`src/rtl/hwpe_multi_stream_kernel_adapter_pkg.sv`:
```
// Shared types and default widths for the multi-stream kernel adapter.
package hwpe_kadapt_package;

  localparam int unsigned KADAPT_CNT_W  = 16;
  localparam int unsigned KADAPT_WDOG_W = 16;

  typedef enum logic [1:0] {
    IDLE = 2'd0,
    RUN  = 2'd1,
    DONE = 2'd2
  } kadapt_state_e;

  typedef struct packed {
    logic ready;
    logic done;
    logic idle;
    logic ovf;
    logic timeout;
  } kadapt_flags_t;

endpackage

```
`src/rtl/hwpe_multi_stream_kernel_adapter_beat_counter.sv`:
```
// One saturating per-channel beat counter; the limit is latched at job start.
module hwpe_kadapt_beat_counter
  import hwpe_kadapt_package::*;
#(
  parameter int unsigned CNT_W = KADAPT_CNT_W
) (
  input  logic             clk_i,
  input  logic             rst_ni,
  input  logic             clear_i,
  input  logic             start_i,
  input  logic             beat_i,
  input  logic [CNT_W-1:0] max_i,
  output logic [CNT_W-1:0] cnt_o,
  output logic             at_max_o,
  output logic             ovf_o
);

  logic [CNT_W-1:0] cnt_q;
  logic [CNT_W-1:0] max_q;
  logic             ovf_q;

  // A zero limit marks the channel unused: it never counts and never overflows.
  always_ff @(posedge clk_i or negedge rst_ni) begin
    if (!rst_ni) begin
      cnt_q <= '0;
      max_q <= '0;
      ovf_q <= 1'b0;
    end else if (clear_i) begin
      cnt_q <= '0;
      max_q <= '0;
      ovf_q <= 1'b0;
    end else if (start_i) begin
      cnt_q <= '0;
      max_q <= max_i;
      ovf_q <= 1'b0;
    end else if (beat_i && (max_q != '0)) begin
      if (cnt_q == max_q) ovf_q <= 1'b1;
      else                cnt_q <= cnt_q + CNT_W'(1);
    end
  end

  assign cnt_o    = cnt_q;
  assign at_max_o = (cnt_q == max_q);
  assign ovf_o    = ovf_q;

endmodule

```
`src/rtl/hwpe_multi_stream_kernel_adapter.sv`:
```
// Kernel adapter: observes N_IN/N_OUT stream handshakes, counts beats per job and
// drives ready/done/idle for the engine FSM. Optional watchdog: KADAPT_WATCHDOG_EN.
module hwpe_multi_stream_kernel_adapter
  import hwpe_kadapt_package::*;
#(
  parameter int unsigned N_IN   = 2,
  parameter int unsigned N_OUT  = 1,
  parameter int unsigned CNT_W  = KADAPT_CNT_W,
  parameter int unsigned WDOG_W = KADAPT_WDOG_W
) (
  input  logic                   clk_i,
  input  logic                   rst_ni,
  input  logic                   clear_i,
  input  logic                   start_i,
  input  logic [N_IN-1:0]        in_valid_i,
  input  logic [N_IN-1:0]        in_ready_i,
  input  logic [N_OUT-1:0]       out_valid_i,
  input  logic [N_OUT-1:0]       out_ready_i,
  input  logic [N_IN*CNT_W-1:0]  in_max_i,
  input  logic [N_OUT*CNT_W-1:0] out_max_i,
  input  logic [WDOG_W-1:0]      wdog_max_i,
  output logic                   ready_o,
  output logic                   done_o,
  output logic                   idle_o,
  output logic [N_IN*CNT_W-1:0]  in_cnt_o,
  output logic [N_OUT*CNT_W-1:0] out_cnt_o,
  output logic                   ovf_o,
  output logic                   timeout_o
);

  localparam logic [1:0] ST_IDLE = IDLE;
  localparam logic [1:0] ST_RUN  = RUN;
  localparam logic [1:0] ST_DONE = DONE;

  logic [1:0]       state_q, state_d;
  logic             run;
  logic [N_IN-1:0]  in_at_max, in_ovf;
  logic [N_OUT-1:0] out_at_max, out_ovf;
  logic             wdog_hit;
  logic             timeout;
  kadapt_flags_t    flags_c;

  assign run = (state_q == ST_RUN);

  for (genvar k = 0; k < N_IN; k++) begin : g_in_cnt
    hwpe_kadapt_beat_counter #(.CNT_W(CNT_W)) i_cnt (
      .clk_i    (clk_i),
      .rst_ni   (rst_ni),
      .clear_i  (clear_i),
      .start_i  (start_i),
      .beat_i   (run & in_valid_i[k] & in_ready_i[k]),
      .max_i    (in_max_i[k*CNT_W +: CNT_W]),
      .cnt_o    (in_cnt_o[k*CNT_W +: CNT_W]),
      .at_max_o (in_at_max[k]),
      .ovf_o    (in_ovf[k])
    );
  end

  for (genvar k = 0; k < N_OUT; k++) begin : g_out_cnt
    hwpe_kadapt_beat_counter #(.CNT_W(CNT_W)) i_cnt (
      .clk_i    (clk_i),
      .rst_ni   (rst_ni),
      .clear_i  (clear_i),
      .start_i  (start_i),
      .beat_i   (run & out_valid_i[k] & out_ready_i[k]),
      .max_i    (out_max_i[k*CNT_W +: CNT_W]),
      .cnt_o    (out_cnt_o[k*CNT_W +: CNT_W]),
      .at_max_o (out_at_max[k]),
      .ovf_o    (out_ovf[k])
    );
  end

`ifdef KADAPT_WATCHDOG_EN
  logic [WDOG_W-1:0] wdog_q;
  logic              timeout_q;
  logic              any_hs;

  assign any_hs   = (|(in_valid_i & in_ready_i)) | (|(out_valid_i & out_ready_i));
  // Fires on the wdog_max_i-th consecutive handshake-free RUN cycle.
  assign wdog_hit = run && !start_i && !any_hs && (wdog_max_i != '0) &&
                    (wdog_q == wdog_max_i - WDOG_W'(1));

  always_ff @(posedge clk_i or negedge rst_ni) begin
    if (!rst_ni) begin
      wdog_q    <= '0;
      timeout_q <= 1'b0;
    end else if (clear_i) begin
      wdog_q    <= '0;
      timeout_q <= 1'b0;
    end else begin
      if (start_i || !run || any_hs) wdog_q <= '0;
      else                           wdog_q <= wdog_q + WDOG_W'(1);
      if (start_i)       timeout_q <= 1'b0;
      else if (wdog_hit) timeout_q <= 1'b1;
    end
  end

  assign timeout = timeout_q;
`else
  logic unused_wdog_max;

  assign unused_wdog_max = ^wdog_max_i;
  assign wdog_hit        = 1'b0;
  assign timeout         = 1'b0;
`endif

  always_ff @(posedge clk_i or negedge rst_ni) begin
    if (!rst_ni)      state_q <= ST_IDLE;
    else if (clear_i) state_q <= ST_IDLE;
    else              state_q <= state_d;
  end

  // Next state and flags; start_i has priority over watchdog and completion.
  always_comb begin
    state_d         = state_q;
    flags_c         = '0;
    flags_c.idle    = (state_q == ST_IDLE);
    flags_c.done    = (state_q == ST_DONE);
    flags_c.ready   = (state_q != ST_IDLE) && (&in_at_max);
    flags_c.ovf     = (|in_ovf) | (|out_ovf);
    flags_c.timeout = timeout;
    unique case (state_q)
      ST_IDLE: if (start_i) state_d = ST_RUN;
      ST_RUN: begin
        if (start_i)          state_d = ST_RUN;
        else if (wdog_hit)    state_d = ST_IDLE;
        else if (&out_at_max) state_d = ST_DONE;
      end
      ST_DONE: state_d = start_i ? ST_RUN : ST_IDLE;
      default: state_d = ST_IDLE;
    endcase
  end

  assign ready_o   = flags_c.ready;
  assign done_o    = flags_c.done;
  assign idle_o    = flags_c.idle;
  assign ovf_o     = flags_c.ovf;
  assign timeout_o = flags_c.timeout;

endmodule

```
`config.mk`:
```
export PLATFORM = sky130hd
export DESIGN_NAME = hwpe_multi_stream_kernel_adapter
export DESIGN_NICKNAME = d
export VERILOG_FILES = /design/src/rtl/hwpe_multi_stream_kernel_adapter_pkg.sv /design/src/rtl/hwpe_multi_stream_kernel_adapter_beat_counter.sv /design/src/rtl/hwpe_multi_stream_kernel_adapter.sv
export SDC_FILE = /design/constraint.sdc
export NUM_CORES = 1
export LEC_CHECK = 0
export CAP_MARGIN = 30
export CORE_ASPECT_RATIO = 0.5
export CORE_MARGIN = 2
export CORE_UTILIZATION = 30
export DETAILED_ROUTE_END_ITERATION = 10
export GPL_TIMING_DRIVEN = 0
export MAX_ROUTING_LAYER = met4
export PLACE_DENSITY = 0.64
export SETUP_SLACK_MARGIN = 0.1
export SLEW_MARGIN = 20
export SYNTH_ARGS = -nofsm -noshare
export SYNTH_HDL_FRONTEND = slang
export SYNTH_SLANG_ARGS = --single-unit
```
`constraint.sdc`:
```
create_clock -name clk_i -period 2.17 [get_ports clk_i]
set_input_delay 0.434 -clock clk_i [delete_from_list [all_inputs] [get_ports clk_i]]
set_output_delay 0.434 -clock clk_i [all_outputs]
set_load 0.03 [all_outputs]
```
==> summary.txt <==
Ports: 127
Final ANT Viol Nets: 0
Final core utilization: 0.4251
Syn Nets: 654
Initial Util: 0.3078
Peak supply drop: 0.3639 mV
DR iter-0 viols: 447
Core area: 0.01852 mm2
Crit path time final: 2515 ps
Setup Viol. Count Final: 1
Reg2reg path depth: 7
Synth warnings: 0
Post-Syn Area per Cell: 9.882 um2
HP Class: in2async
DP HPWL: 12630 um
Final net count: 805
Startpoint Class: flop
CTS tree: yes
Power Dens Cells: 529.3 mW/mm2
Routed via count: 5304
Placed cells: 945
Critical path arrival: 2080 ps
Combinational share of power: 0.142
RSZ-0062 raised after global routing: yes
Worst-path clk slew: 70 ps
Clock power frac: 0.378
Crit Reg-Reg Startpoint: g_in_cnt[1].i_cnt.cnt_o[7]
# clock sinks: 101
Die H: 101.5 um
Top cells by area, synth: dfrtp_1, mux2i_1, xnor2_1
Area leader, netlist: dfrtp_1
Clock tree buffer depth: 2
Post-Layout Cell Count: 992
Yosys top cell area share: 0.4433
Most frequent cell after synthesis: dfrtp_1
Worst Path Required: 1740 ps
# fillers: 1810
PortBufs: 108
Final Hold Vio Count: 0
FF+latch count, synth: 101
Sw Ratio: 0.2774
Worst reg2reg path endpoint: g_in_cnt[1].i_cnt.cnt_o[14]
FFs w/ async S/R, synth: 1.000
Pint: 3.012 mW
Area grow syn2layout: 38.12%
Largest net degree at the start of global routing: 58
CP endpoint kind: primary output
Via density: 5.347
Num rows: 35
Mapped Area: 0.005702 mm2
CTS root buffer: clkbuf_16
Full die area: 0.02019 mm2
H-tree depth: 3
Wire length per cell: 17.90 um
Period utilization: 1.159
Vias in the first global route: 4998
Post-Syn Instances: 577
Sequential Power Share: 0.480
WL final: 17760 um
Setup CP Type: reg2out
Max Cap Viol: 0
Antenna diode count: 0
Part of the Yosys area used for sequential elements: 0.4433
Pre-antenna DRT Iters: 5
Netlist cell types: 47
Post-place setup slack: -739.2 ps
FMAX: 0.3977 GHz
Worst setup margin: -344.7 ps
Worst-skew pair later-pin latency: 360 ps
TritonCTS buffer count: 9
Status: finished, violations left
Leak pwr: 3.247 nW
Overflow left after global routing: 0
DR DRC count: 0
EDFF count, synth: 0
Failing checks: negative setup slack
Switching pwr: 1.156 mW
Rel. slew slack: 0.5694
Worst-margin pin slew: 645.9 ps
Gpl congestion: 0.9188
GRT Total Usage: 0.1834
Global-route wire length before repair: 27740 um
Top_reg_cell synth: dfrtp_1
Initial antenna violation count: 0
Flop-to-flop setup slack: 170 ps
Clock Skew: 16.12 ps
Crit Path Max Fanout: 7
Die W: 199.0 um
Post-synth top cells: dfrtp_1, nor2_1, mux2i_1
Share of cells above drive strength 1: 0.1992
Max Slew Vio Count: 0
## sequential cells by signal (all words and copies together) (netlist names)
| signal | count |
|---|---|
| g_in_cnt.i_cnt.cnt_o | 32 |
| g_in_cnt.i_cnt.max_q | 32 |
| g_in_cnt.i_cnt.ovf_o | 2 |
| g_out_cnt.i_cnt.cnt_o | 16 |
| g_out_cnt.i_cnt.max_q | 16 |
| g_out_cnt.i_cnt.ovf_o | 1 |
| state_q | 2 |
## power groups by stage
stage | logic, mW | clock network, mW | registers (mW)
after CTS | 0.572 | 1.61 | 2.00
after detailed placement | 0.546 | 0 | 2.03
after global routing | 0.643 | 1.69 | 2.01
after floorplan | 0.307 | 0 | 2.01
final | 0.594 | 1.58 | 2.00
after global placement | 0.530 | 0 | 2.03
## through the flow
stage | hold slack (ps) | total power [mW] | cell area [um2] | TNS (ps)
final | 6.461 | 4.168 | 7875 | -344.7
after global routing | 31.02 | 4.343 | 7875 | -405.7
after CTS | 16.62 | 4.184 | 7605 | -352.3
after detailed placement | 396.7 | 2.580 | 7202 | -8624
after global placement | 473.4 | 2.563 | 7173 | -346750
after floorplan | 138.4 | 2.321 | 5768 | -7.796
## what timing repair did
item / 4_1_cts / 5_1_grt
buffers inserted: 8 / 24
pin swaps: 6 / 9
resized for setup: 27 / 39
hold buffers: 0 / 0
setup endpoints to repair: 32 / 50
cloned: 0 / 0
## cell families (layout without fill, tap and decap cells)
family          count (synthesis)  after routing  synth area share
flops                         101            101            0.4433
mux                            54             54           0.09480
simple gates                  238            238            0.2379
compound gates                 87             87           0.09721
fa+ha+maj                       3              3          0.006584
xor+xnor                       48             48           0.07373
other cells                     1              1         0.0006577
buf+inv                        45            201           0.04586
## area by class of cell
cell class	instances	area, um2	area share
Multi-Input combinational cell	431	3037	0.3856
Sequential cell	101	2575	0.3270
Timing Repair Buffer	141	1351	0.1716
Tap cell	259	324.1	0.04115
Buffer	38	290.3	0.03686
Clock buffer	10	229.0	0.02908
Clock inverter	6	46.29	0.005879
Inverter	6	22.52	0.002860
## layout by cell type (no fill, tap or decap), drive strengths merged
cell,instances
dfrtp,101
clkdlybuf4s50,96
nor2,63
buf,56
mux2i,54
a21oi,34
xnor2,32
nand4,32
nand2,30
clkbuf,29
o31ai,27
or4,26
nor4,24
or3,19
nand3,16
xor2,16
and3,11
o211ai,10
inv,9
o21ai,8
dlymetal6s2s,4
dlygate4sd2,4
and4,4
o41ai,3
nor3,3
ha,3
nor2b,2
nand4b,2
and2,2
a31oi,2
a41o,2
clkinvlp,2
and2b,1
or2,1
or4b,1
nand3b,1
o21a,1
conb,1
clkinv,1
## worst max-delay path: stages, from the launching register on
cell	delay (ps)
dfrtp_2	470
xor2_1	170
nor4_2	350
and4_4	290
buf_6	100
buf_8	100
nand2_4	40
nor2_4	70
buf_6	130
## layer usage
| layer | GRT usage | vias up | share of wire |
|---|---|---|---|
| met4 | 0.04076 | 0 | 0.015 |
| met1 | 0.2567 | 2614 | 0.48 |
| met2 | 0.2754 | 205 | 0.45 |
| met3 | 0.03463 | 35 | 0.054 |
| met5 | - | - | 0 |
| li1 | - | 2450 | - |
## how the worst max path moves through the flow
stage / start / end / slack, ps / cells past startpoint
after floorplan: g_in_cnt[1].i_cnt.cnt_o[6] / ready_o / -8 / 7
after global placement: rst_ni / g_in_cnt[1].i_cnt.cnt_o[6] / -3650 / 1
after detailed placement: g_in_cnt[0].i_cnt.cnt_o[8] / ready_o / -740 / 8
after CTS: g_in_cnt[1].i_cnt.cnt_o[2] / ready_o / -350 / 9
after global routing: g_in_cnt[1].i_cnt.cnt_o[13] / ready_o / -410 / 8
final: g_in_cnt[1].i_cnt.cnt_o[3] / ready_o / -340 / 8
(Power assumes the default switching activity.)
